--- src/rtl/button_event_if.sv ---
// Button event bus: raw button in; debounced level, one-cycle event ticks and FSM state out.
interface button_event_if;
    logic       btn_raw;
    logic       btn_level;
    logic       short_tick;
    logic       long_tick;
    logic       double_tick;
    logic       repeat_tick;
    logic [2:0] state;

    // No handshake: every tick is a single-cycle strobe with no backpressure; consumers must sample every cycle.
    modport master (
        output btn_raw,
        input  btn_level, short_tick, long_tick, double_tick, repeat_tick, state
    );
    modport slave (
        input  btn_raw,
        output btn_level, short_tick, long_tick, double_tick, repeat_tick, state
    );
endinterface

--- src/rtl/button_event_ctrl.sv ---
// Button event controller: debounces btn_raw and classifies short, long and double presses.
// Optional macro BTN_AUTO_REPEAT_EN adds repeat_tick pulses while a long press is held.

module button_debounce #(
    parameter int unsigned FILTER = 2_000_000
) (
    input  logic clk,
    input  logic reset,
    input  logic din,
    output logic level,
    output logic rise,
    output logic fall
);
    localparam int unsigned   CW       = (FILTER > 1) ? $clog2(FILTER) : 1;
    localparam logic [CW-1:0] CNT_LAST = CW'(FILTER - 1);

    logic          sync0;
    logic          sync1;
    logic [CW-1:0] cnt;
    logic          flip;

    // flip marks the cycle before level takes the new value, so rise/fall line up with that edge
    assign flip = (sync1 != level) && (cnt == CNT_LAST);
    assign rise = flip && sync1;
    assign fall = flip && !sync1;

    always_ff @(posedge clk) begin
        sync0 <= din;
        sync1 <= sync0;
        if (reset) begin
            level <= sync1;
            cnt   <= '0;
        end else if (sync1 == level) begin
            cnt <= '0;
        end else if (cnt == CNT_LAST) begin
            level <= sync1;
            cnt   <= '0;
        end else begin
            cnt <= cnt + 1'b1;
        end
    end
endmodule

module button_event_ctrl #(
    parameter int unsigned FILTER     = 2_000_000,
    parameter int unsigned LONG_CYC   = 100_000_000,
    parameter int unsigned DBL_CYC    = 30_000_000,
    parameter int unsigned REPEAT_CYC = 20_000_000
) (
    input  logic          clk,
    input  logic          reset,
    button_event_if.slave bus
);
    typedef enum logic [2:0] {
        IDLE   = 3'd0,
        PRESS1 = 3'd1,
        LONG   = 3'd2,
        WAIT2  = 3'd3,
        PRESS2 = 3'd4
    } state_t;

    localparam logic [31:0] LONG_LAST = 32'(LONG_CYC - 1);
    localparam logic [31:0] DBL_LAST  = 32'(DBL_CYC - 1);

    if (FILTER == 0 || LONG_CYC == 0 || DBL_CYC == 0 || REPEAT_CYC == 0) begin : g_param_check
        $error("button_event_ctrl: cycle parameters must be non-zero");
    end

    state_t      st;
    logic [31:0] cnt;
    logic        level;
    logic        press_edge;
    logic        release_edge;
    logic        short_q;
    logic        long_q;
    logic        double_q;

    button_debounce #(.FILTER(FILTER)) u_debounce (
        .clk   (clk),
        .reset (reset),
        .din   (bus.btn_raw),
        .level (level),
        .rise  (press_edge),
        .fall  (release_edge)
    );

    assign bus.btn_level   = level;
    assign bus.state       = st;
    assign bus.short_tick  = short_q;
    assign bus.long_tick   = long_q;
    assign bus.double_tick = double_q;

`ifdef BTN_AUTO_REPEAT_EN
    localparam logic [31:0] REPEAT_LAST = 32'(REPEAT_CYC - 1);
    logic repeat_q;
    assign bus.repeat_tick = repeat_q;
`else
    assign bus.repeat_tick = 1'b0;
`endif

    // Every transition clears cnt; otherwise it counts up and sticks at all-ones.
    always_ff @(posedge clk) begin
        if (reset) begin
            st       <= IDLE;
            cnt      <= '0;
            short_q  <= 1'b0;
            long_q   <= 1'b0;
            double_q <= 1'b0;
`ifdef BTN_AUTO_REPEAT_EN
            repeat_q <= 1'b0;
`endif
        end else begin
            short_q  <= 1'b0;
            long_q   <= 1'b0;
            double_q <= 1'b0;
`ifdef BTN_AUTO_REPEAT_EN
            repeat_q <= 1'b0;
`endif
            cnt <= (cnt == '1) ? cnt : cnt + 32'd1;
            case (st)
                IDLE: begin
                    if (press_edge) begin
                        st  <= PRESS1;
                        cnt <= '0;
                    end
                end
                PRESS1: begin
                    if (release_edge) begin
                        st  <= WAIT2;
                        cnt <= '0;
                    end else if (cnt == LONG_LAST) begin
                        long_q <= 1'b1;
                        st     <= LONG;
                        cnt    <= '0;
                    end
                end
                LONG: begin
`ifdef BTN_AUTO_REPEAT_EN
                    // The level is still high on the release-strobe cycle, so a due repeat still fires.
                    if (cnt == REPEAT_LAST) begin
                        repeat_q <= 1'b1;
                        cnt      <= '0;
                    end
`endif
                    if (release_edge) begin
                        st  <= IDLE;
                        cnt <= '0;
                    end
                end
                WAIT2: begin
                    if (press_edge) begin
                        st  <= PRESS2;
                        cnt <= '0;
                    end else if (cnt == DBL_LAST) begin
                        short_q <= 1'b1;
                        st      <= IDLE;
                        cnt     <= '0;
                    end
                end
                PRESS2: begin
                    if (release_edge) begin
                        double_q <= 1'b1;
                        st       <= IDLE;
                        cnt      <= '0;
                    end
                end
                default: begin
                    st  <= IDLE;
                    cnt <= '0;
                end
            endcase
        end
    end
endmodule

--- src/flat_wrapper.sv ---
// flat-port wrapper written by rule: the top's interface ports become plain ports
module button_event_ctrl_flat 
#(
    parameter int unsigned FILTER     = 2_000_000,
    parameter int unsigned LONG_CYC   = 100_000_000,
    parameter int unsigned DBL_CYC    = 30_000_000,
    parameter int unsigned REPEAT_CYC = 20_000_000
)
  (clk, reset, bus_btn_raw, bus_btn_level, bus_short_tick, bus_long_tick, bus_double_tick, bus_repeat_tick, bus_state);
  button_event_if bus_i ();
  input  logic clk;
  input  logic reset;
  input wire logic [$bits(bus_i.btn_raw)-1:0] bus_btn_raw;
  output wire logic [$bits(bus_i.btn_level)-1:0] bus_btn_level;
  output wire logic [$bits(bus_i.short_tick)-1:0] bus_short_tick;
  output wire logic [$bits(bus_i.long_tick)-1:0] bus_long_tick;
  output wire logic [$bits(bus_i.double_tick)-1:0] bus_double_tick;
  output wire logic [$bits(bus_i.repeat_tick)-1:0] bus_repeat_tick;
  output wire logic [$bits(bus_i.state)-1:0] bus_state;
  assign bus_i.btn_raw = bus_btn_raw;
  assign bus_btn_level = bus_i.btn_level;
  assign bus_short_tick = bus_i.short_tick;
  assign bus_long_tick = bus_i.long_tick;
  assign bus_double_tick = bus_i.double_tick;
  assign bus_repeat_tick = bus_i.repeat_tick;
  assign bus_state = bus_i.state;
  button_event_ctrl #(.FILTER(FILTER), .LONG_CYC(LONG_CYC), .DBL_CYC(DBL_CYC), .REPEAT_CYC(REPEAT_CYC)) u_core (.clk(clk), .reset(reset), .bus(bus_i));
endmodule
--- config.mk ---
export PLATFORM = sky130hd
export DESIGN_NAME = button_event_ctrl_flat
export DESIGN_NICKNAME = d
export VERILOG_FILES = /design/src/rtl/button_event_if.sv /design/src/rtl/button_event_ctrl.sv /design/src/flat_wrapper.sv
export SDC_FILE = /design/constraint.sdc
export NUM_CORES = 1
export LEC_CHECK = 0
export CAP_MARGIN = 20
export CORE_MARGIN = 3
export CORE_UTILIZATION = 55
export DETAILED_ROUTE_END_ITERATION = 10
export PLACE_DENSITY = 0.74
export SETUP_SLACK_MARGIN = 0.1
export SYNTH_ARGS = -nofsm -noshare
export SYNTH_HDL_FRONTEND = slang
export SYNTH_SLANG_ARGS = --single-unit
--- constraint.sdc ---
create_clock -name clk -period 6.3 [get_ports clk]
set_clock_uncertainty 0.1 [all_clocks]
set_input_delay 1.26 -clock clk [delete_from_list [all_inputs] [get_ports clk]]
set_output_delay 1.26 -clock clk [all_outputs]
set_load 0.02 [all_outputs]
==> out/qor.txt <==
Status -> complete, no violations
Rows -> 26
Crit-path cells -> clkdlybuf4s50_1
Clk buf depth -> 2
CP endpoint kind -> primary output
DRT Pass-1 Iters -> 4
Commonest non-fill, non-tap cell in the layout -> nor2_1
Setup crit end -> bus_state[0]
Top Metal Used -> met4
Synth top area cells -> dfxtp_1 (39%), nor2_1 (7.8%), xnor2_1 (6.7%)
Post-detail-place hpwl -> 4425 um
Register bit total from synthesis -> 62
Cts repair resizes -> 0
DR iter-0 viols -> 151
Asr flop ratio synth -> 0
Detailed-routing wirelength on met1 -> 3243 um
Most frequent cells in the layout -> nor2_1 (65), dfxtp_1 (61), nand3_1 (27), nand2_1 (25), xnor2_1 (24)
Internal reg-to-reg setup slack -> 3.72 ns
Critical path's largest stage delay -> 0.66 ns
Total Nets Final -> 386
WP depth -> 1
Clock latency on the worst-skew pair -> 0.34 ns
Routed WL -> 6364 um
Worst-path clk slew -> 0.07 ns
Layout cell share with drive strength beyond 1 -> 0.08808
Cts bufs inserted -> 9
RSZ-0062 raised after global routing -> false
Kind of critical path -> reg -> out
Initial core utilization -> 0.5899
Setup Buffers After CTS -> 0
CP arrival -> 1.50 ns
Final instance area -> 0.003460 sq mm
Max Slew Vio Count -> 0
Reg-to-reg startpoint -> u_core.cnt[0]
HP Class -> reg -> reg
Crit path required time -> 4.94 ns
Post-Synthesis Cells -> 375
Hold_buf cts -> 0
Metal2 WL -> 2785 um
Remaining DRCs -> 0
CTS tree -> yes
Sum Neg Setup Slack -> 0 ns
Placement Cell Area -> 0.003237 sq mm
Area grow syn2layout -> 10.60%
Gr ovfl total -> 0
FMAX -> 349.6 MHz
Routed length per instance -> 13.96 um
Crit Reg-Reg Endpoint -> u_core.cnt[30]
Buf+Inv Stages, Crit Path -> 1
Root buffer cell -> clkbuf_8
Worst reg-to-reg path cell count -> 8
Mapped Nets -> 380
Top cell type's share of synthesized area -> 0.3904
Pin count of the biggest net entering global routing -> 33
Overall Power -> 803.9 uW
Via-to-Cell Ratio -> 5.787
Die width -> 81.42 um
Met3 wire length -> 246 um
H-tree depth -> 3
# fillers -> 465
Final Cycle Share -> 0.4541
Worst-Margin Slew -> 0.9213 ns
Max-Slew Margin vs Limit -> 0.3761
EDFF count, synth -> 1
First-pass GRT wire length -> 10,710 um
Antenna cell count -> 0
Hold Vio Cnt, Final -> 0
I/O pin count -> 11
Critical Path Start -> u_core.bus.state[0]
Startpoint Class -> flop
Largest fanout on the critical path -> 9
Cell taking the most area after synthesis -> dfxtp_1
Post-Syn Area -> 0.003128 sq mm
Post-synthesis sequential area ratio -> 0.4000
Power density over the cells -> 232.4 mW/mm^2
Clock tree sinks -> 62
Number of global-route vias before repair -> 2,319
Peak supply drop -> 0.1249 mV
Max-cap violation count -> 0
Top_reg_cell synth -> dfxtp_1
Core footprint -> 0.005303 sq mm
RePlAce Congestion -> 0.8749
Die height -> 81.42 um
Total leakage power -> 1.103 nW
Antenna violation net count after detailed routing -> 0
Synth cell types -> 54
Crit-path leading delay family -> buffers and inverters
WHS -> 0.2401 ns
Final setup viols -> 0
Initial antenna violation count -> 0
Syn_area_per_cell -> 8.341 sq um
Die footprint -> 0.006628 sq mm
GRT Util Overall -> 0.2088
Post-route minimum period -> 2.861 ns
Critical-path top delay cell -> clkdlybuf4s50_1
DR vias -> 2,639
PortBufs -> 9
Yosys warning count -> 0
metal layers:
metal  track usage  up-vias
met5             0        -
met4        0.1014        0
met3       0.03618        8
met2        0.3135       50
met1        0.2890     1242
li1              -     1339
through the flow:
stage	setup WS [ns]	std cells	utilization
final	3.439	456	0.6524
after global routing	3.359	456	0.6524
after CTS	3.423	456	0.6524
after detailed placement	3.314	440	0.6104
after global placement	3.344	440	0.6104
after floorplan	3.937	375	-
worst min-delay path by stage:
stage                                 start                      end  slack (ns)  cells after the start
floorplan           u_core.u_debounce.sync0  u_core.u_debounce.sync1        0.21                      0
global placement    u_core.u_debounce.sync0  u_core.u_debounce.sync1        0.21                      0
CTS                 u_core.u_debounce.sync0  u_core.u_debounce.sync1        0.25                      0
finish              u_core.u_debounce.sync0  u_core.u_debounce.sync1        0.24                      0
detailed placement  u_core.u_debounce.sync0  u_core.u_debounce.sync1        0.22                      0
global route        u_core.u_debounce.sync0  u_core.u_debounce.sync1        0.25                      0
report_power, final:
group / internal, mW / switching (mW)
clock: 0.232 / 0.155
sequential: 0.396 / 0.00317
combinational: 0.00616 / 0.0118
total: 0.634 / 0.170
cells by family (layout without fill, tap and decap cells):
| group | count (synthesis) | after routing | share of synthesized area |
|---|---|---|---|
| and+or+nand+nor | 211 | 211 | 0.3616 |
| DFF | 62 | 62 | 0.4000 |
| xor gates and xnor gates | 43 | 43 | 0.1204 |
| AOI/OAI and AO/OA | 32 | 32 | 0.07241 |
| buffers and inverters | 24 | 35 | 0.03640 |
| adders and majority gates | 2 | 2 | 0.007999 |
| other | 1 | 1 | 0.001199 |
state kept, by name, summed over array words and instances (netlist names):
register / cells
u_core.cnt: 32
u_core.u_debounce.cnt: 21
u_core.bus.state: 3
u_core.bus.double_tick: 1
u_core.bus.long_tick: 1
u_core.bus.short_tick: 1
u_core.u_debounce.level: 1
u_core.u_debounce.sync0: 1
u_core.u_debounce.sync1: 1
synth_stat cells, types with 3 or more instances:
cell type	count
nor4b_1	4
a21oi_1	10
nand3_1	27
and4_1	8
inv_1	8
xor2_1	19
nor2_1	65
xnor2_1	24
nor3_1	16
o21ai_0	6
or3_1	5
nor4_1	8
o21ai_1	3
dfxtp_1	61
clkbuf_1	6
and3_1	7
nand4_1	18
nor2b_1	3
nand2b_1	3
nor4bb_1	3
nand2_1	25
buf_2	7
final cells by class:
class                      count  area [sq um]  area share
clock buffer                  10         137.6     0.03978
clock inverter                 6         85.08     0.02459
inverter                       8         30.03    0.008680
multi-input combinational    289          1763      0.5096
sequential                    62          1251      0.3617
tap                           70         87.58     0.02532
timing repair buffer          11         105.1     0.03038
Note: power is estimated with default switching activity, not from simulation.
